<file path="src/rtl/seq_multiplier_if.sv">
// -----------------------------------------------------------------------------
// seq_multiplier_if
// Request/response bundle between the execute stage and the iterative
// multiplier.
//   start     : request strobe, honoured only while busy is low
//   is_signed : 1 = two's-complement operands, 0 = unsigned
//   flush     : abort whatever operation is in flight
//   a, b      : multiplicand / multiplier (WIDTH bits)
//   busy      : operation in progress, requester must hold
//   done      : one-cycle completion pulse
//   product   : 2*WIDTH-bit result, held until the next done
// The master modport belongs to the requester, the slave modport to the
// multiplier.
// -----------------------------------------------------------------------------
interface seq_multiplier_if #(
    parameter int WIDTH = 32
) ();
    logic                 start;
    logic                 is_signed;
    logic                 flush;
    logic [WIDTH-1:0]     a;
    logic [WIDTH-1:0]     b;
    logic                 busy;
    logic                 done;
    logic [2*WIDTH-1:0]   product;

    modport master (
        output start, is_signed, flush, a, b,
        input  busy, done, product
    );

    modport slave (
        input  start, is_signed, flush, a, b,
        output busy, done, product
    );
endinterface

</file>
<file path="src/rtl/seq_multiplier.sv">
// -----------------------------------------------------------------------------
// seq_multiplier
// Iterative shift-add multiplier, one multiplier bit per clock. Signed
// operands are converted to magnitudes on accept and the sign is restored in a
// final FIX cycle, so latency is always WIDTH+1 cycles from accept to done.
// Ports:
//   clk : rising-edge clock
//   rst : asynchronous, active-low reset
//   bus : seq_multiplier_if slave modport (start/is_signed/flush/a/b in,
//         busy/done/product out, all outputs registered)
// -----------------------------------------------------------------------------
module seq_multiplier #(
    parameter int WIDTH = 32
) (
    input  logic             clk,
    input  logic             rst,
    seq_multiplier_if.slave  bus
);
    localparam int CNT_W = $clog2(WIDTH + 1);

    typedef enum logic [1:0] {
        IDLE = 2'd0,
        RUN  = 2'd1,
        FIX  = 2'd2
    } state_t;

    state_t               state_reg,   state_next;
    logic [WIDTH-1:0]     mcand_reg,   mcand_next;
    logic [WIDTH-1:0]     mplier_reg,  mplier_next;
    logic [2*WIDTH-1:0]   acc_reg,     acc_next;
    logic [CNT_W-1:0]     cnt_reg,     cnt_next;
    logic                 neg_reg,     neg_next;
    logic [2*WIDTH-1:0]   product_reg, product_next;
    logic                 done_reg,    done_next;
    logic                 busy_reg,    busy_next;

    // Operand magnitudes. Negating the most negative value wraps back to
    // 2^(WIDTH-1), which is exactly its magnitude when read as unsigned.
    logic [WIDTH-1:0]     a_mag;
    logic [WIDTH-1:0]     b_mag;

    // Upper half plus optional multiplicand, with one carry bit that is
    // shifted back into the accumulator MSB.
    logic [WIDTH:0]       add_sum;
    logic [2*WIDTH-1:0]   acc_shifted;

    always_comb begin
        a_mag = (bus.is_signed && bus.a[WIDTH-1]) ? -bus.a : bus.a;
        b_mag = (bus.is_signed && bus.b[WIDTH-1]) ? -bus.b : bus.b;
    end

    always_comb begin
        if (mplier_reg[0]) begin
            add_sum = {1'b0, acc_reg[2*WIDTH-1:WIDTH]} + {1'b0, mcand_reg};
        end else begin
            add_sum = {1'b0, acc_reg[2*WIDTH-1:WIDTH]};
        end
        acc_shifted = {add_sum, acc_reg[WIDTH-1:1]};
    end

    always_comb begin
        state_next   = state_reg;
        mcand_next   = mcand_reg;
        mplier_next  = mplier_reg;
        acc_next     = acc_reg;
        cnt_next     = cnt_reg;
        neg_next     = neg_reg;
        product_next = product_reg;
        done_next    = 1'b0;

        if (bus.flush) begin
            // Abort wins over everything, including a start in the same cycle.
            state_next = IDLE;
        end else begin
            case (state_reg)
                IDLE: begin
                    // IDLE also covers the done cycle, giving back-to-back
                    // acceptance without a dead cycle.
                    if (bus.start) begin
                        mcand_next  = a_mag;
                        mplier_next = b_mag;
                        neg_next    = bus.is_signed & (bus.a[WIDTH-1] ^ bus.b[WIDTH-1]);
                        acc_next    = '0;
                        cnt_next    = '0;
                        state_next  = RUN;
                    end
                end
                RUN: begin
                    acc_next    = acc_shifted;
                    mplier_next = mplier_reg >> 1;
                    cnt_next    = cnt_reg + CNT_W'(1);
                    if (cnt_reg == CNT_W'(WIDTH - 1)) begin
                        state_next = FIX;
                    end
                end
                FIX: begin
                    product_next = neg_reg ? -acc_reg : acc_reg;
                    done_next    = 1'b1;
                    state_next   = IDLE;
                end
                default: begin
                    state_next = IDLE;
                end
            endcase
        end

        busy_next = (state_next != IDLE);
    end

    always_ff @(posedge clk or negedge rst) begin
        if (!rst) begin
            state_reg   <= IDLE;
            mcand_reg   <= '0;
            mplier_reg  <= '0;
            acc_reg     <= '0;
            cnt_reg     <= '0;
            neg_reg     <= 1'b0;
            product_reg <= '0;
            done_reg    <= 1'b0;
            busy_reg    <= 1'b0;
        end else begin
            state_reg   <= state_next;
            mcand_reg   <= mcand_next;
            mplier_reg  <= mplier_next;
            acc_reg     <= acc_next;
            cnt_reg     <= cnt_next;
            neg_reg     <= neg_next;
            product_reg <= product_next;
            done_reg    <= done_next;
            busy_reg    <= busy_next;
        end
    end

    assign bus.busy    = busy_reg;
    assign bus.done    = done_reg;
    assign bus.product = product_reg;

endmodule

</file>
<file path="src/flat_wrapper.sv">
// flat-port wrapper written by rule: the top's interface ports become plain ports
module seq_multiplier_flat 
#(
    parameter int WIDTH = 32
)
  (clk, rst, bus_start, bus_is_signed, bus_flush, bus_a, bus_b, bus_busy, bus_done, bus_product);
  seq_multiplier_if #(.WIDTH(WIDTH)) bus_i ();
  input  logic clk;
  input  logic rst;
  input wire logic [$bits(bus_i.start)-1:0] bus_start;
  input wire logic [$bits(bus_i.is_signed)-1:0] bus_is_signed;
  input wire logic [$bits(bus_i.flush)-1:0] bus_flush;
  input wire logic [$bits(bus_i.a)-1:0] bus_a;
  input wire logic [$bits(bus_i.b)-1:0] bus_b;
  output wire logic [$bits(bus_i.busy)-1:0] bus_busy;
  output wire logic [$bits(bus_i.done)-1:0] bus_done;
  output wire logic [$bits(bus_i.product)-1:0] bus_product;
  assign bus_i.start = bus_start;
  assign bus_i.is_signed = bus_is_signed;
  assign bus_i.flush = bus_flush;
  assign bus_i.a = bus_a;
  assign bus_i.b = bus_b;
  assign bus_busy = bus_i.busy;
  assign bus_done = bus_i.done;
  assign bus_product = bus_i.product;
  seq_multiplier #(.WIDTH(WIDTH)) u_core (.clk(clk), .rst(rst), .bus(bus_i));
endmodule
</file>
<file path="config.mk">
export PLATFORM = sky130hd
export DESIGN_NAME = seq_multiplier_flat
export DESIGN_NICKNAME = d
export VERILOG_FILES = /design/src/rtl/seq_multiplier_if.sv /design/src/rtl/seq_multiplier.sv /design/src/flat_wrapper.sv
export SDC_FILE = /design/constraint.sdc
export NUM_CORES = 1
export LEC_CHECK = 0
export ABC_AREA = 1
export BUFFER_PORTS_ARGS = -buffer_cell sky130_fd_sc_hd__buf_2
export CORE_ASPECT_RATIO = 0.5
export CORE_MARGIN = 2
export CORE_UTILIZATION = 30
export CTS_CLUSTER_SIZE = 28
export DETAILED_ROUTE_END_ITERATION = 8
export PLACE_DENSITY = 0.5
export SETUP_SLACK_MARGIN = 0.02
export SYNTH_ARGS = -nofsm -noshare
export SYNTH_HDL_FRONTEND = slang
export SYNTH_SLANG_ARGS = --single-unit
export TNS_END_PERCENT = 30
</file>
<file path="constraint.sdc">
create_clock -name clk -period 2.5 [get_ports clk]
set_input_delay 0.25 -clock clk [delete_from_list [all_inputs] [get_ports clk]]
set_output_delay 0.25 -clock clk [all_outputs]
set_load 0.005 [all_outputs]
</file>
=== Word level (Yosys, flattened, before mapping) ===
Cells that the tools add are included.
W data, S select, Z words.

* Memories: 0
* Bits in writable memories: 0
* Word-level logic and storage cells: 45
* Input bits: 69
* Latch bits: 0
* Bits in registers: 203
* Bits in read-only memories: 0
* Output and inout bits: 66

* Add/sub/neg operators: 5
* Reductions and logical operators: 8
* $lt $le $gt $ge: 0
* Equal/unequal tests: 4
* Multiplexer cells: 16
* Bitwise operators: 3
* Divide/modulo/power cells: 0
* $mul: 0
* Shift operators: 0

{| class="wikitable"
|+ Operators by type and width
! cell !! count
|-
| $mux W64 || 2
|-
| $pmux W64 S2 || 1
|-
| $mux W32 || 3
|-
| $neg A32 Y32 || 2
|-
| $neg A64 Y64 || 1
|-
| $pmux W32 S2 || 1
|-
| $add A32 B32 Y33 || 1
|-
| $mux W33 || 1
|-
| $pmux W6 S2 || 1
|-
| $add A6 B1 Y6 const B || 1
|-
| $eq A6 B5 Y1 const B || 1
|-
| $mux W2 || 3
|-
| $mux W6 || 1
|-
| $reduce_and A3 Y1 || 2
|-
| $pmux W2 S2 || 1
|-
| $reduce_bool A2 Y1 || 2
|-
| $eq A2 B1 Y1 const B || 1
|-
| $eq A2 B2 Y1 const B || 1
|-
| $logic_and A1 B1 Y1 || 2
|-
| $logic_not A2 Y1 || 1
|-
| $mux W1 || 2
|-
| $ne A2 B2 Y1 const B || 1
|-
| $reduce_and A2 Y1 || 1
|-
| $and A1 B1 Y1 || 1
|-
| 2 further kinds || 2
|}

=== Longest topological paths before layout ===
Gate-level depths: netlist (run 1).

* Word-level depth: 5
* Depth in mapped cells: 15
* Mapped depth without buffers: 15

=== Least setup slack after synthesis (run 1) ===
Ideal clock, no wire load.

* Kind: flip-flop to flip-flop
* Start: reg u_core.acc_reg[32]
* End: reg u_core.acc_reg[51]
* Setup time: 0.127 ns
* Data required time: 2.373 ns
* Period minus slack after synthesis: 1.943 ns
* Stages on the path, launching flop included: 14
* Path buffers: 0
* Data arrival time: 1.816 ns
* Path slack: 0.557 ns
* Path through: dfrtp_1 ha_1 inv_1 fa_1 inv_1 nand3_1 nand3_1 nand2_1 nand3_1 nand2_1 nand3_1 nand3_1 nand2_1 o21ai_0

* Cells in the longest elaborated chain, start to end: 3

{| class="wikitable"
|+ RTL lines
! what !! RTL line !! RTL
|-
| from (decl) || seq_multiplier.sv:30 || <nowiki>logic [2*WIDTH-1:0] acc_reg, acc_next;</nowiki>
|-
| from (signal assigned) || seq_multiplier.sv:125 || <nowiki>acc_reg <= acc_next;</nowiki>
|-
| $add A32 B32 Y33 || seq_multiplier.sv:54 || <nowiki>add_sum = {1'b0, acc_reg[2*WIDTH-1:WIDTH]} + {1'b0, mcand_reg};</nowiki>
|-
| $mux W33 || seq_multiplier.sv:53 || <nowiki>if (mplier_reg[0]) begin</nowiki>
|-
| $pmux W64 S2 || seq_multiplier.sv:75 || <nowiki>case (state_reg)</nowiki>
|}

Every way passes these cells.
A chain may end at the register's enable or synchronous reset.

=== Final worst setup path (run 1) ===
* Start: reg u_core.acc_reg[39]
* End: reg u_core.acc_reg[60]

Same word-level chain as after synthesis.

==> results of run 1 <==
-- worst max path at each step --
stage	startpoint	endpoint	slack, ns	depth (start not counted)
floorplan	u_core.acc_reg[32]	u_core.acc_reg[51]	0.56	13
global placement	u_core.acc_reg[33]	u_core.acc_reg[51]	0.28	12
detailed placement	u_core.acc_reg[33]	u_core.acc_reg[51]	0.28	12
CTS	u_core.acc_reg[33]	u_core.acc_reg[51]	0.26	12
global route	u_core.acc_reg[32]	u_core.acc_reg[63]	0.05	14
finish	u_core.acc_reg[39]	u_core.acc_reg[60]	0.30	13
-- through the flow --
stage	hold WS [ns]	util [%]	std cells
after detailed placement	0.286	33.7	2920
after CTS	0.00219	35.4	2963
after floorplan	-0.0456	-	2178
after global routing	0.0125	35.4	2966
final	0.0213	35.4	2968
after global placement	0.276	33.7	2920
-- metal layers --
metal	part of all wire, %	up-vias
met5	0	-
met4	2.7	0
li1	-	7263
met2	43	342
met1	49	6475
met3	5.6	61
-- Yosys cell counts (36+ instances only) --
library cell	number	area [sq um]
a21oi_1	62	310
clkbuf_1	39	146
dfrtp_1	203	5080
ha_1	36	450
inv_1	292	1100
nand2_1	721	2710
nand3_1	193	966
nand4_1	37	231
nor2_1	220	826
o21ai_0	121	606
o22ai_1	50	313
xor2_1	57	499
-- cell usage in the layout, fill, tap and decap left out, types with 7 or more instances in the layout --
cell	n
a21oi_1	62
buf_2	133
buf_4	30
clkbuf_16	22
dfrtp_1	201
ha_1	35
inv_1	292
nand2_1	719
nand2_2	7
nand3_1	193
nand4_1	37
nor2_1	220
nor3_1	18
o211ai_1	8
o21ai_0	121
o21ai_1	8
o21bai_1	13
o221ai_1	7
o22ai_1	50
xnor2_1	7
xor2_1	57
-- critical path, delay by kind of cell (launching register included) --
family	cells	cell delay [ns]
AND/OR/NAND/NOR	10	0.94
flip-flops	1	0.45
adder cells (fa/ha/maj)	1	0.40
AO/OA/AOI/OAI	1	0.25
buffers and inverters	1	0.06
-- power by group --
group	leakage (nW)	internal [W]	switching, W
registers	2.63	0.00378	0.000529
logic	5.92	0.00177	0.00368
clock network	0.354	0.00199	0.00149
total	8.90	0.00754	0.00570
-- logic make-up after synthesis --
family | synth area share [%]
buf+inv | 9.83
simple gates | 35.8
compound gates | 11.5
xor+xnor | 3.93
fa+ha+maj | 3.30
flops | 35.6
-- repair_timing --
item	4_1_cts	5_1_grt
resized for setup	0	2
hold buffers	6	0
endpoints found under the setup margin	0	1
endpoints found under the hold margin	61	0
-- cell type report --
type	count	area share [%]
tap	638	4.81
timing repair buffer	174	6.29
multi-input combinational	1610	46.9
sequential	203	30.6
clock buffer	27	3.55
clock inverter	10	0.874
antenna	5	0.0754
inverter	301	6.84
==> impl_results.md, run 1 <==
- Initial Util: 30.4%
- M2 GR Usage: 31.0%
- Largest net degree at the start of global routing: 63
- GRT met3 Usage: 3.16%
- Nets: between 2000 and 2500
- Crit share post-route: between 80 and 90%
- Worst IR Drop VDD: roughly 570 uV
- Delay of the slowest cell on the worst path: 0.45 ns
- Post-CTS Setup Repair Bufs: 0
- Leak: around 8.9 nW
- Core ar.: approximately 47000 sq um
- Clock buffer depth: 3
- Mapped Cells: 2178
- RSZ-0062 raised after global routing: false
- Hold Path Origin: bus_a[30]
- Crit path launch type: register
- P&R area growth vs syn: 16.3%
- CTS Sinks: 203
- Post-synth cell types: 43
- Footprint of the multi-input gates: roughly 7800 sq um
- R2R cell count: 13
- Syn_nets: 2284
- Sequential Area: around 5000 sq um
- Initial antenna violation count: 5
- Port buffer count: 134
- Gr busiest metal: met2
- Crit path cell chain: ha_1 > nand2_1 > inv_1 > nand2_1 > nand2_1 > a21oi_1 > nand2_1 > nand2_1 > nand2_1 > nand2_1 > nand3_1 > nand2_1 > nand2_1
- Final setup fails: 0
- Worst Hold End: u_core.mcand_reg[30]
- First-pass GRT wire length: between 70000 and 80000 um
- Clock latency reported for the late side of the worst-skew pair: around 0.54 ns
- Via count: approximately 14000
- Clock Skew: slightly below 0.02 ns
- WS Path Type: register to register
- Final Power: ~0.013 W
- WL/cell: 16.1 um
- CTS Buf Count: 22
- Worst EP arrival: ~2.6 ns
- Via/cell ratio: ~4.8
- Hold WC Path Type: input pin to register
- MaxCap Viol Count: 0
- Seq/Total Area, Yosys: about 36%
- All-Layer GR Usage: between 10% and 20%
- 1st-pass router iterations: 6
- Ys async rst share: 100%
- Grt met1 use: between 20% and 30%
- CTS tree: yes
- Slew margin rel.: around 45%
- EDFF count, synth: 0
- I/O pin count: 135
- H-tree Lvls: 1
- Row count: 56
- R2r endpoint: u_core.acc_reg[60]
- Warnings, synthesis: 0
- Setup slack, reg-to-reg: roughly 0.30 ns
- Reg2Reg Launch Point: u_core.acc_reg[39]
- Worst-path maximum fanout: 5
- Worst slew pin tran: between 0.8 and 0.9 ns
- Die area: roughly 50000 sq um
- Worst Slack Setup Final: roughly 0.30 ns
- # DRC: 0
- WHS Path Cells: 4
- CP most frequent cell: nand2_1
- Die H: about 160 um
- Grt ovf: 0
- Remaining antenna violation count: 0
- Fmax: between 400 and 500 MHz
- Place WS: approximately 0.28 ns
- Area after DPL: 15800 sq um
- Number of fill cells: around 5200
- Status: completed
- Primary FF master, synth: dfrtp_1
- Root buf cell: clkbuf_16
- DRT iter0 DRCs: 1049
- Worst Setup End Kind: register
- Final count of pins violating max slew: 0
- Worst-path cell with the longest stage delay: dfrtp_1
- Worst-path clk slew: 0.07 ns
- WL final: between 40000 and 50000 um
- Syn avg cell area: roughly 6.5 sq um
- Vias in the first global route: 13700
- Register bit total from synthesis: between 200 and 250
- Worst EP required: about 3 ns
- Dpl hpwl: about 37000 um
- Synth Cell Area: 14300 sq um
- Fin. Hold Viols: 0
- Gpl congestion: about 0.9
- Share of post-route cells with drive strength above 1: 10.4%
- Pwr Density: ~800 nW/um^2
- Total negative slack: 0 ns
- Die width: 312 um
- Final Cell Area: ~17000 sq um
- Post-route minimum period: roughly 2.2 ns
Note: power is estimated with default switching activity, not from simulation.
==> run 2, diff against run 1 <==
--- a/config.mk
+++ b/config.mk
@@ -8,11 +8,10 @@
 export ABC_AREA = 1
 export BUFFER_PORTS_ARGS = -buffer_cell sky130_fd_sc_hd__buf_2
 export CORE_ASPECT_RATIO = 0.5
-export CORE_MARGIN = 2
-export CORE_UTILIZATION = 30
+export CORE_UTILIZATION = 61
 export CTS_CLUSTER_SIZE = 28
 export DETAILED_ROUTE_END_ITERATION = 8
-export PLACE_DENSITY = 0.5
+export PLACE_DENSITY = 0.86
 export SETUP_SLACK_MARGIN = 0.02
 export SYNTH_ARGS = -nofsm -noshare
 export SYNTH_HDL_FRONTEND = slang
==> run 2 against run 1 <==
- sequential share of layout area increased by 0.94 points
- cell count decreased by 11%
- wire length decreased by 14%
- critical path type unchanged
- register-to-register slack improved by 0.02 ns
- highest routed layer is now met5
- first-iteration DRC count increased by 68%
- core utilization increased by 35 points
- global-route usage increased by 15 points
- fmax increased by 0.70%
- cell area decreased by 3.0%
- count of clock-buffer cells in the layout decreased by 2
- flip-flop and latch count unchanged
==> impl_results.md, run 2 (synthesis gave the netlist of run 1 again) <==
- Grt ovf: 0
- Die area: 24000 sq um
- Worst EP arrival: 2.58 ns
- Total negative slack: 0 ns
- Die H: about 110 um
- Crit share post-route: roughly 90%
- Hold WC Path Type: input pin to register
- Largest net degree at the start of global routing: 96
- P&R area growth vs syn: 12.9%
- WL/cell: between 15 and 20 um
- All-Layer GR Usage: between 30% and 40%
- Via count: 14700
- Port buffer count: 134
- CTS Sinks: ~200
- Layout Utilization: a little over two thirds
- Setup slack, reg-to-reg: between 0.3 and 0.4 ns
- Worst EP required: approximately 2.9 ns
- Clock Skew: about 0.038 ns
- Vias in the first global route: 13300
- Initial Util: between 60% and 70%
- Pwr Density: about 810 nW/um^2
- # DRC: 0
- WL final: slightly above 40000 um
- Dpl hpwl: 31300 um
- Status: completed
- Leak: 8.87 nW
- Worst slew pin tran: 0.862 ns
- Fmax: between 400 and 500 MHz
- Clock latency reported for the late side of the worst-skew pair: approximately 0.54 ns
- Final count of pins violating max slew: 0
- WS Path Type: register to register
- Remaining antenna violation count: 0
- I/O pin count: roughly 140
- Core ar.: approximately 23000 sq um
- Post-route minimum period: ~2.2 ns
- Hold WS: between 0.03 and 0.04 ns
- Share of post-route cells with drive strength above 1: 10.4%
- MaxCap Viol Count: 0
- Slew margin rel.: 42.5%
- CTS Buf Count: 20
- Dpl cells: around 2600
- CTS tree: yes
- Worst-path clk slew: 0.07 ns
- Fin. Hold Viols: 0
- Clock buffer depth: 3
- H-tree Lvls: 1
- DRT iter0 DRCs: 1758
- Root buf cell: clkbuf_16
- Gpl congestion: 0.987
- Worst-path maximum fanout: 6
- Worst IR Drop VDD: around 470 uV
- 1st-pass router iterations: 6
- First-pass GRT wire length: between 60000 and 70000 um
- Worst Setup End Kind: register
- Die width: roughly 220 um
- Crit path launch type: register
- Nets: between 2000 and 2500
- RSZ-0062 raised after global routing: false
- Most common cell after layout, fill and taps aside: nand2_1
- Via/cell ratio: ~5.6
- Non-Filler Instances: approximately 2600
- Most frequent cells in the layout: 719 x nand2_1, 292 x inv_1, 220 x nor2_1
- Initial antenna violation count: 5
- Final setup fails: 0
- Row count: 39
[run 2: cell count changes in the layout (fill, tap and decap cells not counted), sizes merged]
cell,delta
clkbuf,-2
buf,-3
dlygate4sd3,-5
bufinv,+1
diode,-1
inv,+1
clkinv,-1
[run 2: repair_timing]
| item | in CTS | in global routing |
|---|---|---|
| hold buffers | 1 | 0 |
| setup endpoints to repair | 0 | 3 |
| resized for setup | 0 | 2 |
| endpoints found under the hold margin | 60 | 0 |
| buffers inserted | 0 | 0 |
[run 2: cell type report]
type	count	area, sq um
repair buffers	166	960
clock buffers	25	569
well taps	307	384
multi-input cells	1610	7790
diodes	4	10.0
fillers	2002	6780
flip-flops and latches	203	5080
inverters	301	1130
clock inverters	11	175
[run 2: critical path: stages, from the launching register on]
cell	delay, ns
dfrtp_2	0.43
ha_2	0.24
inv_1	0.06
fa_1	0.37
inv_1	0.11
nand3_1	0.08
nand3_1	0.15
nand2_1	0.07
nand3_1	0.14
nand2_1	0.09
nand3_1	0.07
nand3_1	0.08
nand2_1	0.07
o21ai_0	0.07
[run 2: metrics by stage]
stage	total power [W]	worst slack [ns]	cell area, sq um
after floorplan	0.00793	0.557	14300
final	0.0130	0.312	16100
after detailed placement	0.00946	0.254	15300
after global placement	0.00936	0.304	15300
after CTS	0.0129	0.237	16100
after global routing	0.0139	0.0520	16100
[run 2: final timing paths]
path,start,end,cells after the start
min in group asynchronous,rst,u_core.acc_reg[10],2
worst max register to register,u_core.acc_reg[32],u_core.acc_reg[51],13
worst min-delay path,bus_a[16],u_core.mcand_reg[16],4
worst max-delay path,u_core.acc_reg[32],u_core.acc_reg[51],13
max in group asynchronous,rst,u_core.neg_reg,3
worst min register to register,u_core.bus.product[49],u_core.bus.product[49],2
[run 2: report_power, final]
group          leakage [nW]  total (W)  switching (W)  internal [W]
combinational          5.88    0.00528        0.00353       0.00174
clock                 0.362    0.00342        0.00137       0.00204
sequential             2.63    0.00432       0.000539       0.00378
total                  8.87     0.0130        0.00545       0.00756
[run 2: routing by layer]
metal / share of wire [%] / GRT usage [%]
met3: 8.9 / 6.36
met2: 43 / 55.3
met4: 2.9 / 10.8
met5: 0.020 / 0
met1: 45 / 47.8
==> run 3, diff against run 2 <==
--- a/config.mk
+++ b/config.mk
@@ -7,11 +7,13 @@
 export LEC_CHECK = 0
 export ABC_AREA = 1
 export BUFFER_PORTS_ARGS = -buffer_cell sky130_fd_sc_hd__buf_2
+export CAP_MARGIN = 20
 export CORE_ASPECT_RATIO = 0.5
-export CORE_UTILIZATION = 61
+export CORE_UTILIZATION = 62
+export CTS_BUF_LIST = sky130_fd_sc_hd__clkbuf_4
 export CTS_CLUSTER_SIZE = 28
 export DETAILED_ROUTE_END_ITERATION = 8
-export PLACE_DENSITY = 0.86
+export PLACE_DENSITY = 0.83
 export SETUP_SLACK_MARGIN = 0.02
 export SYNTH_ARGS = -nofsm -noshare
 export SYNTH_HDL_FRONTEND = slang
==> run 3 against run 2 <==
- wire length up 5.7%
- sequential share of layout area shrank 0.95 points
- core utilization up 4.7 points
- setup slack lost 0.065 ns
- combinational power grew 2%
- total power fell by 3.6%
- flip-flop and latch count is the same
- worst hold slack better by 0.024 ns
- global-route usage rose by 3.2 points
- first-iteration DRC count is 8.6% lower
- largest cell class unchanged
==> impl_results.md, run 3 (synthesis gave the netlist of run 1 again) <==
- Most frequent cells in the layout: 719 x nand2_1, 292 x inv_1, 220 x nor2_1
- H-tree Lvls: 2
- Worst-path maximum fanout: between 40 and 50
- Worst EP arrival: around 2.8 ns
- Core ar.: approximately 22000 sq um
- Total negative slack: 0 ns
- Vias in the first global route: between 10000 and 15000
- CTS Sinks: slightly above 200
- Clock latency reported for the late side of the worst-skew pair: 0.72 ns
- Remaining antenna violation count: 0
- CTS Buf Count: 48
- Crit share post-route: 90.1%
- Clock buffer depth: 3
- First-pass GRT wire length: 70700 um
- Port buffer count: about 130
- Post-CTS Setup Repair Bufs: 0
- R2R cell count: 7
- MaxCap Viol Count: 0
- Initial antenna violation count: 1
- Reg2Reg Launch Point: u_core.state_reg[1]
- CP bufs+invs: 4
- Pwr Density: 755 nW/um^2
- WL/cell: 15.8 um
- Leak: roughly 9.1 nW
- Final setup fails: 0
- Die width: about 220 um
- WS Path Type: register to register
- Fmax: around 440 MHz
- Gpl congestion: about 0.98
- Dpl cells: 2581
- Worst-path clk slew: approximately 0.080 ns
- Final Cell Area: 16600 sq um
- Delay of the slowest cell on the worst path: about 0.55 ns
- Die H: roughly 110 um
- Most common cell after layout, fill and taps aside: nand2_1
- # DRC: 0
- WL final: between 40000 and 50000 um
- Clock Skew: between 0.05 and 0.06 ns
- CTS tree: yes
- Final count of pins violating max slew: 0
- Root buf cell: clkbuf_4
- Crit path launch type: register
- Fin. Hold Viols: 0
- R2r endpoint: u_core.mcand_reg[31]
- Non-Filler Instances: 2729
- Row count: 38
- Worst slew pin tran: about 0.86 ns
- CP delay by family, top: buffers and inverters
- Share of post-route cells with drive strength above 1: 11.6%
- Via/cell ratio: around 5.6
- Dpl hpwl: 31500 um
- Worst Setup End Kind: register
- All-Layer GR Usage: 37.8%
- Slew margin rel.: roughly 43%
- P&R area growth vs syn: 16.4%
- Worst EP required: between 3 and 4 ns
- Area after DPL: approximately 15000 sq um
- Crit path cell chain: inv_1 > nand4_1 > buf_4 > buf_4 > a21oi_1 > a21oi_1 > dlygate4sd3_1
- Die area: between 20000 and 25000 sq um
- Post-route minimum period: 2.25 ns
- Setup slack, reg-to-reg: approximately 0.25 ns
- Nets: between 2000 and 3000
- RSZ-0062 raised after global routing: false
- DRT iter0 DRCs: 1607
- Worst IR Drop VDD: just over 300 uV
- Grt ovf: 0
- Hold WS: roughly 0.055 ns
- 1st-pass router iterations: 6
- Status: completed
- Via count: around 15000
- Initial Util: between 60 and 70%
- I/O pin count: between 100 and 150
- Largest net degree at the start of global routing: 96
- Worst-path cell with the longest stage delay: dlygate4sd3_1
- Hold WC Path Type: input pin to asynchronous set/reset pin
-- run 3: layout make-up --
class                   count  area [sq um]
repair buffers            230          1610
inverters                 301          1130
diodes                      1          2.50
clock buffers              70           526
fillers                  1860          5500
well taps                 300           375
clock inverters            14          87.6
flip-flops and latches    203          5080
multi-input cells        1610          7790
-- run 3: what timing repair did --
item	in CTS	in global routing
setup endpoints to repair	0	5
resized for setup	0	2
endpoints found under the hold margin	245	0
hold buffers	63	0
-- run 3: through the flow --
stage / utilization (%) / total power (W) / worst slack (ns)
after floorplan: - / 0.00793 / 0.557
after global placement: 69.5 / 0.00940 / 0.302
after detailed placement: 69.5 / 0.00950 / 0.253
after CTS: 75.1 / 0.0124 / 0.231
after global routing: 75.1 / 0.0135 / 0.0480
final: 75.1 / 0.0125 / 0.247
-- run 3: worst max path at each step --
stage               cells past startpoint                   end           startpoint
floorplan                              13    u_core.acc_reg[51]   u_core.acc_reg[32]
global placement                       13    u_core.acc_reg[51]   u_core.acc_reg[32]
detailed placement                     13    u_core.acc_reg[51]   u_core.acc_reg[32]
CTS                                    13    u_core.acc_reg[51]   u_core.acc_reg[32]
global route                           13    u_core.acc_reg[55]   u_core.acc_reg[32]
finish                                  7  u_core.mcand_reg[31]  u_core.state_reg[1]
-- run 3: layer usage --
metal,share of wire (%),GRT usage (%)
met1,44,51.3
met2,44,60.6
met3,9.1,6.81
met4,2.9,15.0
met5,0,0
-- run 3: worst register-to-register path, cell delays in order, from the launching register on --
cell and delay [ns]:
dfrtp_1 0.41, inv_1 0.14, nand4_1 0.16, buf_4 0.25
buf_4 0.28, a21oi_1 0.21, a21oi_1 0.08, dlygate4sd3_1 0.55
-- run 3: power by group --
group          internal [W]  leakage [nW]  switching, W
clock network       0.00139         0.366       0.00144
logic               0.00183          6.15       0.00357
registers           0.00377          2.63      0.000536
total               0.00700          9.14       0.00554
